## src/rtl/pipeline_inst_pipe.sv

```systemverilog
// pipeline_inst_pipe
// Instruction pipe register array for the 4-stage CPU (Fetch .. RegFile Write).
// Stage 1 is the youngest instruction and stage 4 the oldest.
//
// Per-edge priority: reset, flush, stall, advance.
//   advance : s4<-s3, s3<-s2, s2<-s1, s1<-fetch (bubble when fetch_valid=0)
//   stall   : s4<-s3, s3<-bubble, s2/s1 hold
//   flush   : s4<-s3, s3/s2/s1<-bubble
//
// Every bubble word is exactly BUBBLE_INST, so the decoder can use opcode[]
// without qualifying it by valid[].
//
// Optional feature macro: PIPE_PERF_CNT_EN
//   When defined, adds saturating stall_cnt / flush_cnt performance counters
//   of width CNT_W. When undefined, the ports and their logic are absent.

module pipeline_inst_pipe #(
    parameter logic [15:0] BUBBLE_INST = 16'h0007,
    parameter int          CNT_W       = 16
) (
    input  logic              clk,
    input  logic              reset,
    input  logic [15:0]       fetch_inst,
    input  logic              fetch_valid,
    output logic              fetch_ready,
    input  logic              stall,
    input  logic              flush,
    output logic [15:0]       inst_ipipe [1:4],
    output logic [4:0]        opcode     [1:4],
`ifdef PIPE_PERF_CNT_EN
    output logic [4:1]        valid,
    output logic [CNT_W-1:0]  stall_cnt,
    output logic [CNT_W-1:0]  flush_cnt
`else
    output logic [4:1]        valid
`endif
);

    logic [15:0] inst_q [1:4];
    logic [15:0] inst_d [1:4];
    logic [4:1]  valid_q;
    logic [4:1]  valid_d;

    // Qualified control: flush dominates stall; advance only when neither is set.
    logic do_flush;
    logic do_stall;
    logic do_advance;

    // Decode the per-edge action from the hazard and branch inputs.
    always_comb begin
        do_flush   = flush;
        do_stall   = stall & ~flush;
        do_advance = ~stall & ~flush;
    end

    // Fetch consumes the word only in an advancing cycle.
    assign fetch_ready = do_advance;

    // Next-state for the four stage registers; the valid bit always moves with its word.
    always_comb begin
        for (int i = 1; i <= 4; i++) begin
            inst_d[i] = inst_q[i];
        end
        valid_d = valid_q;

        // Stage 4 always receives stage 3, so the resolving branch retires on a flush.
        inst_d[4]  = inst_q[3];
        valid_d[4] = valid_q[3];

        if (do_flush) begin
            for (int i = 1; i <= 3; i++) begin
                inst_d[i]  = BUBBLE_INST;
                valid_d[i] = 1'b0;
            end
        end else if (do_stall) begin
            inst_d[3]  = BUBBLE_INST;
            valid_d[3] = 1'b0;
        end else begin
            inst_d[3]  = inst_q[2];
            valid_d[3] = valid_q[2];
            inst_d[2]  = inst_q[1];
            valid_d[2] = valid_q[1];
            if (fetch_valid) begin
                inst_d[1]  = fetch_inst;
                valid_d[1] = 1'b1;
            end else begin
                inst_d[1]  = BUBBLE_INST;
                valid_d[1] = 1'b0;
            end
        end
    end

    // Stage registers; asynchronous reset fills the pipe with bubbles.
    always_ff @(posedge clk or negedge reset) begin
        if (!reset) begin
            for (int i = 1; i <= 4; i++) begin
                inst_q[i] <= BUBBLE_INST;
            end
            valid_q <= '0;
        end else begin
            for (int i = 1; i <= 4; i++) begin
                inst_q[i] <= inst_d[i];
            end
            valid_q <= valid_d;
        end
    end

    // Opcode is a plain slice of each registered word, no extra flop.
    always_comb begin
        for (int i = 1; i <= 4; i++) begin
            inst_ipipe[i] = inst_q[i];
            opcode[i]     = inst_q[i][4:0];
        end
        valid = valid_q;
    end

`ifdef PIPE_PERF_CNT_EN
    localparam logic [CNT_W-1:0] CNT_MAX = {CNT_W{1'b1}};
    localparam logic [CNT_W-1:0] CNT_ONE = {{(CNT_W-1){1'b0}}, 1'b1};

    logic [CNT_W-1:0] stall_cnt_q;
    logic [CNT_W-1:0] stall_cnt_d;
    logic [CNT_W-1:0] flush_cnt_q;
    logic [CNT_W-1:0] flush_cnt_d;

    // Saturating event counters; a flush cycle is not counted as a stall.
    always_comb begin
        stall_cnt_d = stall_cnt_q;
        flush_cnt_d = flush_cnt_q;
        if (do_stall && (stall_cnt_q != CNT_MAX)) begin
            stall_cnt_d = stall_cnt_q + CNT_ONE;
        end
        if (do_flush && (flush_cnt_q != CNT_MAX)) begin
            flush_cnt_d = flush_cnt_q + CNT_ONE;
        end
    end

    // Counter registers, cleared by reset.
    always_ff @(posedge clk or negedge reset) begin
        if (!reset) begin
            stall_cnt_q <= '0;
            flush_cnt_q <= '0;
        end else begin
            stall_cnt_q <= stall_cnt_d;
            flush_cnt_q <= flush_cnt_d;
        end
    end

    assign stall_cnt = stall_cnt_q;
    assign flush_cnt = flush_cnt_q;
`endif

endmodule
```

## config.mk

```make
export PLATFORM = sky130hd
export DESIGN_NAME = pipeline_inst_pipe
export DESIGN_NICKNAME = d
export VERILOG_FILES = /design/src/rtl/pipeline_inst_pipe.sv
export SDC_FILE = /design/constraint.sdc
export NUM_CORES = 1
export LEC_CHECK = 0
export BUFFER_PORTS_ARGS = -buffer_cell sky130_fd_sc_hd__buf_2
export CORE_UTILIZATION = 50
export CTS_CLUSTER_DIAMETER = 80
export CTS_CLUSTER_SIZE = 24
export DETAILED_ROUTE_END_ITERATION = 7
export HOLD_SLACK_MARGIN = 0.06
export PLACE_DENSITY = 0.8
export RECOVER_POWER = 100
export REMOVE_ABC_BUFFERS = 1
export SETUP_SLACK_MARGIN = 0.4
export SLEW_MARGIN = 10
export SYNTH_ARGS = -nofsm -noshare
export SYNTH_HDL_FRONTEND = slang
export SYNTH_SLANG_ARGS = --single-unit
```

## constraint.sdc

```tcl
create_clock -name clk -period 1.91 [get_ports clk]
set_clock_uncertainty 0.05 [all_clocks]
set_input_delay 0.191 -clock clk [delete_from_list [all_inputs] [get_ports clk]]
set_output_delay 0.191 -clock clk [all_outputs]
set_load 0.02 [all_outputs]
```

Yosys cells after proc, flatten, opt, wreduce, memory -nomap -nowiden
Cells that the tools add are included.
- register bits after elaboration: 68
- bitwise operators: 4
- mux-type cells: 8
- eq/ne operators: 1
- operators with widths (operator ; number):
    48-bit 2-to-1 mux ; 1
    16-bit 2-to-1 mux ; 2
    32-bit 2-to-1 mux ; 1
    3-bit 2-to-1 mux ; 1
    1-bit bitwise AND ; 2
    1-bit 2-to-1 mux ; 2
    2-bit 2-to-1 mux ; 1
    2-bit != test (second input constant) ; 1
    1-bit inverter ; 2

Logic depth before layout (Yosys ltp)
Gate-level depths: netlist of the first run.
- depth in word-level cells: 4
- mapped depth: 4

Worst setup path before layout of the first run
No wires, ideal clock.
- path kind: register -> output
- from: register inst_q (netlist bit inst_ipipe[32])
- to: output port opcode[10] (netlist bit)
- data arrival time: 0.739 ns
- setup slack: 0.930 ns
- cell stages (with the launch flop): 2
- data required time: 1.669 ns
- path buffers: 1
- cells stage by stage: dfstp_2 > buf_4
- RTL lines (item ; RTL line ; source):
    from (decl) ; 39 ; logic [15:0] inst_q [1:4];
    from (signal, indexed assignment) ; 102 ; inst_q[i] <= inst_d[i];
    to (decl) ; 29 ; output logic [4:0] opcode [1:4],
No word-level cell between the ends.

Worst setup path in the final report of the first run
- from: register inst_q (netlist bit inst_ipipe[33])
- to: output port opcode[11] (netlist bit)
No word-level cell between the ends.

==> key figures, run 1 <==
Synthesis
  – #FFs+latches synth: 68
  – Warnings, synthesis: 0
  – Synth top area share: 51.7%
  – Register area share after synthesis: 63.3%
  – Mean Syn Cell Area: 12.3 µm²
  – Cell type with the largest total area after synthesis: dfrtp_1
  – Unique masters post-synth: 18
  – Synthesized cell area: 2710 µm²
  – Post-Syn Instances: 220
  – Ranking of synthesized cells by area: dfrtp_1 52%, dfstp_2 12%, buf_4 11%

Clock network
  – Worst-case clock buffer depth: 2
  – Clock latency on the worst-skew pair: 340 ps
  – TritonCTS clock tree: done
  – Num CTS Buffers: 9
  – H-tree Lvls: 3
  – Clock Root Buffer: clkbuf_8
  – # clock sinks: 68
  – Worst-path clk slew: 70 ps
  – CTS resizes: 0

Floorplan
  – Initial Util: 52.4%
  – Die Y: 75.7 µm
  – Core area: 5170 µm²
  – Full die area: 5720 µm²
  – Top Ports: 110
  – Die W: 75.7 µm
  – Rows: 26

Layout
  – Nets: 324
  – Antenna diodes: 0
  – Sequential Area: 1720 µm²
  – Fill count: 459
  – Area of the multi-input gates: 621 µm²
  – Syn-to-layout area delta: 16.5%
  – Leading cell type in the layout, fill and taps excluded: clkbuf_1
  – Share of cells above drive strength 1: 14.3%
  – Commonest cells after routing, fill and taps aside: 94 x clkbuf_1, 56 x dfrtp_1, 19 x nor2_1

Critical path
  – CP Launch Type: flip-flop
  – Crit-path max cell delay: 560 ps
  – Kind of cell adding the most delay to the critical path: flip-flops
  – CP Capture Type: output port
  – Required time worst endpoint: 1670 ps
  – Buf/Inv on CP: 1
  – Slowest CP cell: dfstp_2
  – Crit path depth: 1
  – Critical path class: flip-flop to output port
  – Crit-path cells: clkbuf_1
  – Worst EP arrival: 1130 ps
  – Worst R2R Path Depth: 2
  – CP Max Fanout: 4

Power
  – Pwr/cell area: 890 nW/µm²
  – Total Power: 2.81 mW
  – Max VDD drop: 511 µV
  – Leakage: 1.45 nW

Min path
  – Worst min path class: input port to flip-flop
  – Worst hold path depth: 3

STA
  – Tmin final: 1370 ps
  – Hold_ws: 70.4 ps
  – Fin. max-slew vios: 0
  – RSZ-0062 raised after global routing: no
  – Slew of the pin with the lowest slew margin: 1130 ps
  – Final Hold Viols: 0
  – Slew headroom: 24.6%
  – TNS Setup: 0 ps
  – FMAX: 0.727 GHz
  – Final worst-path setup slack: 535 ps
  – Period Utilization, post-route: 72.0%
  – # setup viols final: 0

Detailed routing
  – Drt pass-1 iters: 4
  – Post-route DRC: 0
  – Post-DRT Antenna Nets: 0
  – Vias per cell: 4.74
  – Via count: 1790
  – Routed wire length: 5000 µm
  – Routed length per placed instance: 13.2 µm
  – Starting DRT DRC Count: 104

GRT
  – GRT Total Usage: 18.6%
  – Initial antenna violation count: 0
  – Largest net degree at the start of global routing: 69
  – First-pass GRT wire length: 7510 µm
  – Total gr overflow: 0
  – Vias in the first global route: 1690

Run
  – Max-cap violations: 0

Place
  – Port Buf Inserts: 109
  – GP Congestion: 0.644
  – Pre-CTS WS: 599 ps
  – HPWL Detailed: 3190 µm

Run status
  – Status: finished clean
## report_power, final
part	internal [mW]	switching (mW)	total, mW
registers	1.48	0.0229	1.50
clock network	0.578	0.494	1.07
logic	0.0787	0.161	0.239
total	2.13	0.678	2.81
## stage by stage
step,cell area (µm²),instances,utilization (%)
finish,3160,378,61.1
floorplan,2340,170,-
global placement,3020,353,58.4
detailed placement,3020,353,58.4
CTS,3290,378,63.6
global route,3160,378,61.1
## registers in the layout (all words and copies together), names as in the netlist
| signal | count |
|---|---|
| inst_ipipe | 64 |
| valid | 4 |
## logic make-up after synthesis
logic type	share of synthesized area (%)
flip-flops	63.3
AND/OR/NAND/NOR	13.3
buffers and inverters	13.8
AO/OA/AOI/OAI	4.06
multiplexers	5.53
## layout make-up
type	count	area share [%]
Inverter	1	0.119
Timing Repair Buffer	122	17.4
Multi-Input combinational cell	101	19.6
Tap cell	70	2.77
Sequential cell	68	54.3
Clock buffer	15	5.58
Clock inverter	1	0.158
## cell usage after synthesis
| cell type | count |
|---|---|
| dfrtp_1 | 56 |
| buf_4 | 39 |
| nor2_1 | 19 |
| a21oi_1 | 15 |
| mux2i_1 | 15 |
| and2_1 | 14 |
| nand2_1 | 13 |
| nand3b_1 | 13 |
| dfstp_2 | 12 |
| buf_2 | 6 |
| buf_6 | 4 |
| a211o_1 | 3 |
| nor2b_1 | 3 |
| or3_1 | 3 |
| nor4b_1 | 2 |
| a32oi_1 | 1 |
| buf_1 | 1 |
| inv_1 | 1 |
## repair_timing
action                    in CTS  in global routing
hold endpoints to repair      64                  0
buffers inserted               0                  0
hold buffers                   9                  0
## per-layer routing
metal | global-route usage (%) | routed length, µm | vias up
met5 | 0 | 0 | -
met4 | 11.7 | 92 | 0
met3 | 5.29 | 344 | 9
met2 | 31.0 | 2400 | 68
met1 | 21.2 | 2160 | 863
li1 | - | - | 850
## path summary, 6_finish.rpt
path                                start              to  slack, ps
max                        inst_ipipe[33]      opcode[11]        540
max reg2reg                inst_ipipe[49]  inst_ipipe[33]        980
min                         fetch_inst[9]  inst_ipipe[57]         70
max in group asynchronous           reset  inst_ipipe[14]        630
min reg2reg                inst_ipipe[24]   inst_ipipe[8]        320
min in group asynchronous           reset  inst_ipipe[19]        590
Note: power is estimated with default switching activity, not from simulation.
==> run 2: changes to the inputs <==
--- a/config.mk
+++ b/config.mk
@@ -6,12 +6,12 @@
 export NUM_CORES = 1
 export LEC_CHECK = 0
 export BUFFER_PORTS_ARGS = -buffer_cell sky130_fd_sc_hd__buf_2
-export CORE_UTILIZATION = 50
+export CORE_UTILIZATION = 48
 export CTS_CLUSTER_DIAMETER = 80
 export CTS_CLUSTER_SIZE = 24
 export DETAILED_ROUTE_END_ITERATION = 7
 export HOLD_SLACK_MARGIN = 0.06
-export PLACE_DENSITY = 0.8
+export PLACE_DENSITY = 0.78
 export RECOVER_POWER = 100
 export REMOVE_ABC_BUFFERS = 1
 export SETUP_SLACK_MARGIN = 0.4
==> constraint.sdc (replaced) <==
create_clock -name clk -period 1.3 [get_ports clk]
set_clock_uncertainty 0.05 [all_clocks]
set_input_delay 0.13 -clock clk [delete_from_list [all_inputs] [get_ports clk]]
set_output_delay 0.13 -clock clk [all_outputs]
set_load 0.02 [all_outputs]
==> run 2 against run 1 <==
  * Critical path depth did not move
  * Clock power rose by 88%
  * Count of clock-buffer cells in the layout fell by 3
  * Hold slack got worse by 63 ps
  * Sequential cell count did not move
  * Utilization rose by 8.4 points
  * Worst setup slack got worse by 470 ps
  * Global-route usage rose by 3.4 points
  * Final cell count rose by 12%
  * Combinational power rose by 100%
  * Design area rose by 20%
  * Non-clock buffer count rose by 44
  * Critical endpoint is now inst_ipipe[17]
  * Largest cell class unchanged
==> key figures, run 2 (synthesis gave the netlist of run 1 again) <==
Run status
  – Status: finished clean

Floorplan
  – Core area: 5470 µm²
  – Die W: 77.2 µm
  – Die Y: 77.2 µm
  – Top Ports: 110
  – Full die area: 5960 µm²
  – Initial Util: 49.6%
  – Rows: 27

GRT
  – Largest net degree at the start of global routing: 69
  – First-pass GRT wire length: 9940 µm
  – GRT Total Usage: 22.0%
  – Initial antenna violation count: 0
  – Total gr overflow: 0
  – Vias in the first global route: 2059

Clock network
  – Hold_buf cts: 15
  – Num CTS Buffers: 9
  – H-tree Lvls: 3
  – TritonCTS clock tree: done
  – Clock Root Buffer: clkbuf_8
  – # clock sinks: 68
  – Clock latency on the worst-skew pair: 330 ps
  – Worst-path clk slew: 70 ps
  – Worst-case clock buffer depth: 2

Place
  – Pre-CTS WS: 248 ps
  – GP Congestion: 0.717
  – Port Buf Inserts: 109
  – HPWL Detailed: 3320 µm
  – Placed inst area: 3050 µm²

Critical path
  – Buf/Inv on CP: 1
  – Kind of cell adding the most delay to the critical path: flip-flops
  – Required time worst endpoint: 1120 ps
  – Crit-path cells: buf_6
  – R2R Path Start: inst_ipipe[59]
  – Critical Path Start: inst_ipipe[17]
  – Worst EP arrival: 1060 ps
  – Worst R2R Path Depth: 4
  – FF-to-FF End: inst_ipipe[43]
  – Slowest CP cell: dfstp_1
  – Crit-path max cell delay: 590 ps
  – CP Launch Type: flip-flop
  – Flop2flop setup slack: 70 ps
  – CP Max Fanout: 3
  – CP Capture Type: output port
  – Critical path class: flip-flop to output port

Min path
  – Worst min path class: input port to flip-flop
  – Worst Hold End: inst_ipipe[48]
  – Hold path startpoint: fetch_inst[0]
  – Worst hold path depth: 3

STA
  – Fin. max-slew vios: 0
  – Period Utilization, post-route: 95.3%
  – Final Hold Viols: 0
  – FMAX: 0.807 GHz
  – Final worst-path setup slack: 60.9 ps
  – Slew of the pin with the lowest slew margin: 604 ps
  – Tmin final: 1240 ps
  – # setup viols final: 0
  – TNS Setup: 0 ps
  – Slew headroom: 59.7%
  – RSZ-0062 raised after global routing: yes

Layout
  – Antenna diodes: 0
  – Fill count: 452
  – Sequential Area: 1720 µm²
  – Leading cell type in the layout, fill and taps excluded: clkbuf_1
  – Area of the multi-input gates: 642 µm²
  – Commonest cells after routing, fill and taps aside: 68 x clkbuf_1, 56 x dfrtp_1, 24 x buf_6
  – Syn-to-layout area delta: 40.2%
  – Share of cells above drive strength 1: 27.8%
  – Nets: 368
  – Cell area after layout: 3800 µm²
  – Number of flip-flops in the largest register: 64

Power
  – Pwr/cell area: 1240 nW/µm²
  – Max VDD drop: 800 µV
  – Leakage: 1.78 nW
  – Total Power: 4.70 mW

Detailed routing
  – Drt pass-1 iters: 6
  – Routed length per placed instance: 15.8 µm
  – Post-DRT Antenna Nets: 0
  – Via count: 2010
  – Starting DRT DRC Count: 124
  – Vias per cell: 4.74
  – Post-route DRC: 0
  – Routed wire length: 6700 µm

Run
  – Max-cap violations: 0
-- run 2: per-stage QoR --
stage	cells	hold WS, ps	utilization [%]
final	424	7.40	69.5
after global routing	424	16.9	69.5
after CTS	414	1.62	75.9
after detailed placement	357	137	55.7
after global placement	357	126	55.7
after floorplan	170	-216	-
-- run 2: how the worst max path moves through the flow --
| stage | end | slack, ps | cells after the start |
|---|---|---|---|
| 4_1_cts | inst_ipipe[33] | 80 | 1 |
| 3_3_place_gp | inst_ipipe[33] | 280 | 4 |
| 6_report | inst_ipipe[17] | 60 | 1 |
| 2_1_floorplan | inst_ipipe[50] | 230 | 2 |
| 5_1_grt | inst_ipipe[2] | 30 | 1 |
| 3_5_place_dp | inst_ipipe[33] | 250 | 4 |
-- run 2: cell type report --
type,count,area share [%]
flip-flops and latches,68,45.1
multi-input cells,101,16.9
repair buffers,166,29.3
well taps,72,2.37
inverters,1,0.0987
clock inverters,4,1.84
clock buffers,12,4.34
-- run 2: what timing repair did --
| item | 4_1_cts | 5_1_grt |
|---|---|---|
| pin swaps | 1 | 11 |
| gates resized for setup | 170 | 34 |
| setup endpoints to repair | 90 | 111 |
| endpoints found under the hold margin | 72 | 1 |
| setup buffers | 26 | 10 |
-- run 2: power breakdown --
part	internal (mW)	switching, mW
clock network	1.23	0.778
registers	2.17	0.0344
logic	0.214	0.273
total	3.61	1.08
-- run 2: per-layer routing --
metal / routed length (µm) / GRT usage, % / vias to the layer above
met4: 74 / 11.1 / 0
met5: 0 / 0 / -
met1: 2570 / 24.5 / 995
met3: 294 / 4.64 / 9
met2: 3760 / 39.3 / 68
li1: - / - / 938
-- run 2: tightest hold or removal path: cells and delay by family --
kind | cells | cell delay, ps
simple gates | 1 | 50
compound gates | 1 | 90
buf+inv | 1 | 80
